==> config.mk <==
export PLATFORM = sky130hd
export DESIGN_NAME = ysyx_23060191_mem_arbiter
export DESIGN_NICKNAME = d
export VERILOG_FILES = /design/src/rtl/ysyx_23060191_mem_arbiter_pkg.sv /design/src/rtl/ysyx_23060191_rsp_timer.sv /design/src/rtl/ysyx_23060191_mem_arbiter.sv
export SDC_FILE = /design/constraint.sdc
export NUM_CORES = 1
export LEC_CHECK = 0
export BUFFER_PORTS_ARGS = -buffer_cell sky130_fd_sc_hd__buf_2
export CORE_MARGIN = 4
export CORE_UTILIZATION = 38
export CTS_CLUSTER_SIZE = 40
export DETAILED_ROUTE_END_ITERATION = 7
export HOLD_SLACK_MARGIN = 0.03
export PLACE_DENSITY = 0.67
export SETUP_SLACK_MARGIN = 0.02
export SYNTH_ARGS = -nofsm -noshare
export SYNTH_HDL_FRONTEND = slang
export SYNTH_HIERARCHICAL = 1
export SYNTH_SLANG_ARGS = --single-unit
export TNS_END_PERCENT = 20
==> constraint.sdc <==
create_clock -name clk -period 2.4 [get_ports clk]
set_clock_uncertainty 0.05 [all_clocks]
set_input_delay 0.48 -clock clk [delete_from_list [all_inputs] [get_ports clk]]
set_output_delay 0.48 -clock clk [all_outputs]
set_load 0.01 [all_outputs]
==> src/rtl/ysyx_23060191_mem_arbiter_pkg.sv <==
// Shared constants for the IFU/LSU memory arbiter:
// CPU width, FSM state encoding and grant encoding.
package ysyx_23060191_mem_arbiter_pkg;

    localparam int CPU_WIDTH = 32;

    typedef enum logic [1:0] {
        ST_IDLE = 2'd0,
        ST_REQ  = 2'd1,
        ST_WAIT = 2'd2,
        ST_RESP = 2'd3
    } arb_state_e;

    typedef enum logic {
        GNT_IFU = 1'b0,
        GNT_LSU = 1'b1
    } gnt_e;

    // On a tie the requester that did not win last time is served.
    function automatic gnt_e rr_pick(
        input logic ifu_v,
        input logic lsu_v,
        input gnt_e last
    );
        if (ifu_v && lsu_v) begin
            return (last == GNT_LSU) ? GNT_IFU : GNT_LSU;
        end
        return ifu_v ? GNT_IFU : GNT_LSU;
    endfunction

endpackage

==> src/rtl/ysyx_23060191_rsp_timer.sv <==
// Clearable 8-bit saturating cycle counter with a
// compare against TIMEOUT; expired stays high once reached.
module ysyx_23060191_rsp_timer #(
    parameter int TIMEOUT = 255
) (
    input  logic clk,
    input  logic rst,
    input  logic i_clr,
    input  logic i_en,
    output logic o_expired
);

    logic [7:0] r_cnt;

    always_ff @(posedge clk) begin
        if (rst || i_clr) begin
            r_cnt <= 8'd0;
        end else if (i_en && (r_cnt != 8'hFF)) begin
            r_cnt <= r_cnt + 8'd1;
        end
    end

    // ">=" keeps the timer armed in WAIT after a handshake
    // that landed exactly on the TIMEOUT cycle.
    assign o_expired = (r_cnt >= 8'(TIMEOUT));

endmodule

==> src/rtl/ysyx_23060191_mem_arbiter.sv <==
// Round-robin arbiter sharing one memory port between
// IFU and LSU, with a bounded wait and error response.
module ysyx_23060191_mem_arbiter
    import ysyx_23060191_mem_arbiter_pkg::*;
#(
    parameter int ADDR_W  = 32,
    parameter int DATA_W  = CPU_WIDTH,
    parameter int TIMEOUT = 255
) (
    input  logic              clk,
    input  logic              rst,
    input  logic              ifu_req_valid,
    output logic              ifu_req_ready,
    input  logic [ADDR_W-1:0] ifu_addr,
    output logic              ifu_rsp_valid,
    output logic [DATA_W-1:0] ifu_rsp_data,
    output logic              ifu_rsp_err,
    input  logic              lsu_req_valid,
    output logic              lsu_req_ready,
    input  logic [ADDR_W-1:0] lsu_addr,
    input  logic              lsu_wen,
    input  logic [DATA_W-1:0] lsu_wdata,
    input  logic [3:0]        lsu_wmask,
    output logic              lsu_rsp_valid,
    output logic [DATA_W-1:0] lsu_rsp_data,
    output logic              lsu_rsp_err,
    output logic              mem_req_valid,
    input  logic              mem_req_ready,
    output logic [ADDR_W-1:0] mem_addr,
    output logic              mem_wen,
    output logic [DATA_W-1:0] mem_wdata,
    output logic [3:0]        mem_wmask,
    input  logic              mem_rsp_valid,
    input  logic [DATA_W-1:0] mem_rsp_data,
    output logic              busy
);

    arb_state_e        r_state;
    arb_state_e        w_next;
    gnt_e              r_last_gnt;
    gnt_e              w_gnt;
    logic              w_accept;
    logic              w_cnt_en;
    logic              w_expired;
    logic              w_rsp_ok;
    logic              w_tmo;
    logic [ADDR_W-1:0] r_mem_addr;
    logic              r_mem_wen;
    logic [DATA_W-1:0] r_mem_wdata;
    logic [3:0]        r_mem_wmask;
    logic [DATA_W-1:0] r_ifu_data;
    logic              r_ifu_err;
    logic [DATA_W-1:0] r_lsu_data;
    logic              r_lsu_err;

    assign w_gnt    = rr_pick(ifu_req_valid, lsu_req_valid, r_last_gnt);
    assign w_accept = (r_state == ST_IDLE) && !rst
                    && (ifu_req_valid || lsu_req_valid);
    assign w_cnt_en = (r_state == ST_REQ) || (r_state == ST_WAIT);
    assign w_rsp_ok = (r_state == ST_WAIT) && mem_rsp_valid;
    // A handshake in the expiry cycle takes precedence.
    assign w_tmo = w_expired
        && (((r_state == ST_REQ) && !mem_req_ready)
         || ((r_state == ST_WAIT) && !mem_rsp_valid));

    ysyx_23060191_rsp_timer #(
        .TIMEOUT (TIMEOUT)
    ) u_timer (
        .clk       (clk),
        .rst       (rst),
        .i_clr     (w_accept),
        .i_en      (w_cnt_en),
        .o_expired (w_expired)
    );

    always_ff @(posedge clk) begin
        if (rst) begin
            r_state <= ST_IDLE;
        end else begin
            r_state <= w_next;
        end
    end

    always_comb begin
        w_next = r_state;
        unique case (r_state)
            ST_IDLE: if (w_accept) w_next = ST_REQ;
            ST_REQ: begin
                if (mem_req_ready) w_next = ST_WAIT;
                else if (w_expired) w_next = ST_RESP;
            end
            ST_WAIT: begin
                if (mem_rsp_valid) w_next = ST_RESP;
                else if (w_expired) w_next = ST_RESP;
            end
            ST_RESP: w_next = ST_IDLE;
            default: w_next = ST_IDLE;
        endcase
    end

    always_comb begin
        ifu_req_ready = w_accept && (w_gnt == GNT_IFU);
        lsu_req_ready = w_accept && (w_gnt == GNT_LSU);
        mem_req_valid = (r_state == ST_REQ);
        busy          = (r_state != ST_IDLE);
        ifu_rsp_valid = (r_state == ST_RESP)
                      && (r_last_gnt == GNT_IFU);
        lsu_rsp_valid = (r_state == ST_RESP)
                      && (r_last_gnt == GNT_LSU);
    end

    always_ff @(posedge clk) begin
        if (rst) begin
            r_last_gnt  <= GNT_LSU;
            r_mem_addr  <= '0;
            r_mem_wen   <= 1'b0;
            r_mem_wdata <= '0;
            r_mem_wmask <= 4'b0000;
            r_ifu_data  <= '0;
            r_ifu_err   <= 1'b0;
            r_lsu_data  <= '0;
            r_lsu_err   <= 1'b0;
        end else begin
            if (w_accept) begin
                r_last_gnt <= w_gnt;
                if (w_gnt == GNT_IFU) begin
                    r_mem_addr  <= ifu_addr;
                    r_mem_wen   <= 1'b0;
                    r_mem_wdata <= '0;
                    r_mem_wmask <= 4'b0000;
                end else begin
                    r_mem_addr  <= lsu_addr;
                    r_mem_wen   <= lsu_wen;
                    r_mem_wdata <= lsu_wdata;
                    r_mem_wmask <= lsu_wmask;
                end
            end
            if (w_rsp_ok || w_tmo) begin
                if (r_last_gnt == GNT_IFU) begin
                    r_ifu_data <= w_rsp_ok ? mem_rsp_data : '0;
                    r_ifu_err  <= !w_rsp_ok;
                end else begin
                    r_lsu_data <= (w_rsp_ok && !r_mem_wen)
                                ? mem_rsp_data : '0;
                    r_lsu_err  <= !w_rsp_ok;
                end
            end
        end
    end

    assign mem_addr     = r_mem_addr;
    assign mem_wen      = r_mem_wen;
    assign mem_wdata    = r_mem_wdata;
    assign mem_wmask    = r_mem_wmask;
    assign ifu_rsp_data = r_ifu_data;
    assign ifu_rsp_err  = r_ifu_err;
    assign lsu_rsp_data = r_lsu_data;
    assign lsu_rsp_err  = r_lsu_err;

endmodule

# Word level (Yosys, flattened, before mapping)
# Index checks and enable logic that the tools add are counted.
word_totals:
  ramBits: 0
  register_bits: 146
  mem_bits_ro: 0
  output_inout_bits: 141
  in_bits: 139
  latchBits: 0
  word_cells: 63
  memories: 0
op_classes:
  reduce_logical: 27
  n_lt_le_gt_ge: 1
  n_eq_ne: 5
  n_bitwise: 2
  n_mux: 16
  n_div: 0
  multipliers: 0
  shifts: 0
  n_addsub: 1
ops:
  columns: ["op", "n"]
  rows:
  - ["32-bit two-way mux", 4]
  - ["1-bit logical AND", 13]
  - ["8-bit by 1-bit adder with 8-bit output (second input constant)", 1]
  - ["8-bit greater-or-equal comparator (second input constant)", 1]
  - ["2-bit two-way mux", 4]
  - ["8-bit inequality test (second input constant)", 1]
  - ["2-bit one-hot mux with 4 select lines", 1]
  - ["1-bit two-way mux", 6]
  - ["1-bit logical NOT", 5]
  - ["1-bit logical OR", 5]
  - ["2-bit equality test (second input constant)", 2]
  - ["4-bit two-way mux", 1]
  - ["2-bit AND reduction", 2]
  - ["2-bit by 1-bit equality test with 1-bit output (second input constant)", 1]
  - ["2-bit logical NOT", 1]
  - ["2-bit by 1-bit inequality test with 1-bit output (second input constant)", 1]
  - ["1-bit inverter", 2]
  - ["2-bit nonzero test", 1]

# Longest topological paths before layout
depth:
  ltp_word: 6
  mapped_depth: 8
  mapped_depth_nobuf: 7

# Modules after synthesis
# The synthesis kept the hierarchy.
by_module_without_submodules:
  columns: ["module", "area_each_um2", "cells_per_inst", "instances", "seq_area_each_um2"]
  rows:
  - ["ysyx_23060191_mem_arbiter", 5863.1, 720, 1, 2762.6]
  - ["ysyx_23060191_rsp_timer", 450.4, 49, 1, 160.2]

# Worst setup path before layout
# No wires, ideal clock.
synth_timing:
  path_kind: "register -> output"
  from: "register r_state[0]"
  to: "output ifu_req_ready"
  t_required_ps: 1870
  arrival_time_ps: 1408
  path_stages_with_launch: 7
  path_slack_ps: 462
  path_buffers: 2
  path_cell_list: "dfxtp_1 > inv_1 > ha_1 > nor2b_1 > clkbuf_1 > buf_2 > and3_1"
synth_between:
  elab_chain_cells: 4
synth_lines:
  columns: ["element", "line_no", "rtl"]
  rows:
  - ["start: declaration", "ysyx_23060191_mem_arbiter.sv:38", "arb_state_e r_state;"]
  - ["start signal: assignment", "ysyx_23060191_mem_arbiter.sv:80", "r_state <= w_next;"]
  - ["2-bit logical NOT", "ysyx_23060191_mem_arbiter.sv:57", "assign w_accept = (r_state == ST_IDLE) && !rst"]
  - ["1-bit logical AND", "ysyx_23060191_mem_arbiter.sv:57", null]
  - ["1-bit logical AND", "ysyx_23060191_mem_arbiter.sv:58", "&& (ifu_req_valid || lsu_req_valid);"]
  - ["1-bit logical AND", "ysyx_23060191_mem_arbiter.sv:102", "ifu_req_ready = w_accept && (w_gnt == GNT_IFU);"]
  - ["end: declaration", "ysyx_23060191_mem_arbiter.sv:13", "output logic ifu_req_ready,"]
# Every way passes these cells.

# Worst setup path in the final report
layout_timing:
  from: "register r_state[0]"
  to: "output lsu_req_ready"
layout_between:
  elab_chain_cells: 4
layout_lines:
  columns: ["element", "line_no", "rtl"]
  rows:
  - ["2-bit logical NOT", "ysyx_23060191_mem_arbiter.sv:57", null]
  - ["1-bit logical AND", "ysyx_23060191_mem_arbiter.sv:57", null]
  - ["1-bit logical AND", "ysyx_23060191_mem_arbiter.sv:58", null]
  - ["1-bit logical AND", "ysyx_23060191_mem_arbiter.sv:103", "lsu_req_ready = w_accept && (w_gnt == GNT_LSU);"]
  - ["end: declaration", "ysyx_23060191_mem_arbiter.sv:19", "output logic lsu_req_ready,"]
# Every way passes these cells.

==> key figures <==
Outcome
  • Run status: complete, no violations

CTS
  • CTS max path bufs: 2
  • Worst-Skew Late Latency: 0.41 ns
  • Clock Sinks: 146
  • Clk slew on worst S/H paths: 0.07 ns
  • CTS buffer count: 17
  • Setup bufs post-CTS: 0
  • Post-CTS resize count: 0
  • H-tree depth: 4
  • Clk Tree Root Cell: clkbuf_16
  • CTS tree: done
  • # hold bufs at CTS: 0

Synth
  • Post-synth EDFFs: 0
  • Syn_nets: 915
  • Syn_area_per_cell: 8.21 um^2
  • Cell accounting for the most synthesized area: dfxtp_1
  • Dominant cells by area after synthesis: dfxtp_1 (46%), nand2b_1 (6.7%), o21ai_1 (6.3%)
  • Yosys top cell area share: 0.463
  • Gate count after technology mapping: 769
  • Yosys reg bits: 146
  • Synth Flop Type: dfxtp_1
  • Cell variety after synth: 43
  • Async S/R FF share, synth: 0
  • Synth warn: 6
  • Cell area after synthesis: 0.00631 mm^2
  • Sequential area share after synthesis: 0.463

Placed design
  • HPWL after DPL: 13700 um
  • Area after DPL: 0.00783 mm^2
  • Port buffer count: 279
  • Place WS: 0.298 ns
  • Placer congestion estimate: 0.788
  • DP Cell Count: 1204

Critical path
  • CP Cell Sequence: inv_1 > ha_2 > nor2b_2 > and3_1 > buf_2
  • Arr. time, crit path: 1.71 ns
  • Critical path required time: 1.87 ns
  • Worst Reg-to-Reg Cells: 7
  • Type of element capturing the critical path: output port
  • Crit path max fanout: 7
  • CP max stage cell: dfxtp_1
  • Worst r2r src: u_timer/r_cnt[0]
  • CP top delay family: simple AND/OR/NAND/NOR gates
  • Startpoint Class: flop
  • Worst path buffer plus inverter count: 2
  • Crit-path max cell delay: 0.33 ns
  • R2R setup slack: 0.30 ns
  • WS Path Type: flop to output port
  • CP startpoint: r_state[0]
  • Reg-to-Reg End: ifu_rsp_err

STA
  • Maximum achievable frequency: 446 MHz
  • Hold Worst Slack: 0.260 ns
  • Final Hold Fails: 0
  • Slew @ Worst Pin: 0.737 ns
  • Relative slew slack: 0.509
  • Setup tns final: 0 ns
  • Fin crit period: 2.24 ns
  • RSZ-0062 raised after global routing: false
  • Final Max Tran Viols: 0
  • Crit share post-route: 0.935
  • Final setup margin: 0.156 ns
  • Final setup violation count: 0

Power
  • Sw frac: 0.303
  • Peak supply drop: 0.436 mV
  • Comb pwr share: 0.210
  • Tot Pwr: 6.93 mW
  • NetSw: 2.10 mW
  • Sequential share of power: 0.392
  • Pwr Density: 821 mW/mm^2
  • Clk network pwr share: 0.399
  • Pint: 4.84 mW
  • Lkg Pwr: 3.63 nW

Route
  • Number of DRC violations after detailed-routing iteration 0: 420
  • Total iterations of the first detailed-routing run: 5
  • Vias per cell: 5.20
  • DRC viols: 0
  • WL/cell: 16.5 um
  • Via count: 6432
  • Final wirelength: 20500 um
  • Routed Antenna Nets: 0

Floorplanning
  • Total die area: 0.0187 mm^2
  • I/O pins: 280
  • Std-Cell Rows: 46
  • Core area: 0.0161 mm^2
  • Die X: 137 um
  • Initial Util: 0.393
  • DIE HEIGHT: 137 um

Flow run
  • Max-Cap Viols: 0

Finish
  • Area growth from synthesis to layout: 33.8%
  • Utilization after layout: 0.526
  • Post-Layout Inst Area: 0.00845 mm^2
  • Final #Nets: 1153
  • Final Non-Filler Cells: 1237
  • Layout cells sized above 1: 0.334

Global routing
  • Total GRT Usage: 0.214
  • Vias in the first global route: 6305
  • Largest net degree at the start of global routing: 88
  • Most used routing layer: met2
  • Met2 Use GR: 0.337
  • Grt met1 use: 0.277
  • First-pass GRT wire length: 32300 um
  • Total grt overflow: 0
  • M3 GR Usage: 0.0735
  • Initial antenna violation count: 2

Min path
  • Min-delay src: lsu_wdata[29]
  • Worst Hold Endpoint: mem_wdata[29]
  • WHS Path Cells: 3
  • HP Class: input pin to flop
flip-flops by register name, indices dropped and copies added (netlist names):
| signal | count |
|---|---|
| mem_wen | 1 |
| r_state | 2 |
| lsu_rsp_err | 1 |
| mem_wdata | 32 |
| lsu_rsp_data | 32 |
| ifu_rsp_err | 1 |
| ifu_rsp_data | 32 |
| u_timer/r_cnt | 8 |
| mem_wmask | 4 |
| r_last_gnt | 1 |
| mem_addr | 32 |
how the worst max path moves through the flow:
stage                     depth (start not counted)             to  slack, ns
after floorplan                                   6  ifu_req_ready       0.46
after global placement                            7    ifu_rsp_err       0.35
after detailed placement                          7    ifu_rsp_err       0.30
after CTS                                         5  lsu_req_ready       0.07
after global routing                              5  lsu_req_ready       0.03
final                                             5  lsu_req_ready       0.16
cells by family after synthesis:
| family | after synthesis | share of synthesized area |
|---|---|---|
| flip-flops | 146 | 0.463 |
| multiplexers | 4 | 0.00634 |
| AO/OA/AOI/OAI | 225 | 0.195 |
| buffers and inverters | 83 | 0.0596 |
| adder cells (fa/ha/maj) | 7 | 0.0139 |
| AND/OR/NAND/NOR | 304 | 0.262 |
power by group through the flow:
stage | Clock [mW] | Combinational, mW | Sequential (mW)
after floorplan | 0 | 0.827 | 2.82
after global placement | 0 | 1.45 | 2.76
after detailed placement | 0 | 1.45 | 2.76
after CTS | 2.82 | 1.45 | 2.72
after global routing | 2.93 | 1.60 | 2.74
final | 2.76 | 1.45 | 2.72
routing by layer:
metal / wire length, um / vias to the layer above
met1: 8600 / 2985
met2: 9610 / 246
met3: 1900 / 27
met5: 13 / -
li1: - / 3172
met4: 322 / 2
tightest hold or removal path, stage by stage:
cell	delay [ns]
buf_2	0.09
nand3_1	0.05
a21oi_1	0.06
cells in the final DEF (no fill, tap or decap), types with 2 or more instances in the layout:
| cell type | Yosys | routed |
|---|---|---|
| o21ai_1 | 79 | 79 |
| and2_1 | 2 | 2 |
| or3_1 | 2 | 2 |
| a211oi_4 | 0 | 2 |
| a221oi_1 | 2 | 2 |
| nand4_1 | 35 | 35 |
| nand2_1 | 73 | 72 |
| o21bai_1 | 2 | 2 |
| o21ai_0 | 56 | 56 |
| and3b_1 | 3 | 2 |
| and3_1 | 3 | 3 |
| clkinvlp_4 | 0 | 2 |
| a31oi_1 | 34 | 34 |
| bufinv_16 | 0 | 3 |
| inv_1 | 6 | 6 |
| inv_6 | 0 | 5 |
| buf_4 | 2 | 13 |
| ha_1 | 7 | 6 |
| mux2i_1 | 4 | 4 |
| buf_12 | 0 | 4 |
| clkinv_4 | 0 | 2 |
| and4_1 | 2 | 2 |
| nand3_1 | 71 | 71 |
| a21oi_1 | 42 | 42 |
| nor2_1 | 3 | 3 |
| clkbuf_16 | 0 | 17 |
| nor2b_1 | 34 | 33 |
| nand2b_1 | 68 | 67 |
| dfxtp_1 | 146 | 146 |
| buf_2 | 34 | 278 |
| o21a_1 | 2 | 2 |
synth_stat cells, types with 2 or more instances:
library cell	count
inv_1	6
nand2_1	73
clkbuf_1	35
and4_1	2
o21ai_0	56
nand4_1	35
buf_2	34
o21a_1	2
a221oi_1	2
ha_1	7
o21bai_1	2
a21oi_1	42
buf_1	3
nand2b_1	68
buf_4	2
a211oi_2	2
and3b_1	3
nor2_1	3
buf_6	2
a31oi_1	34
nor2b_1	34
mux2i_1	4
and3_1	3
dfxtp_1	146
and2_1	2
nand3_1	71
or3_1	2
o21ai_1	79
final cells by class:
type,instances,area (um^2)
clock buffer,19,443
clock inverter,13,171
antenna,1,2.50
tap,216,270
inverter,7,26.3
timing repair buffer,295,1570
sequential,146,2920
multi-input combinational,540,3040
fill,1526,7610
No activity file was read; power rests on OpenSTA's default activity.
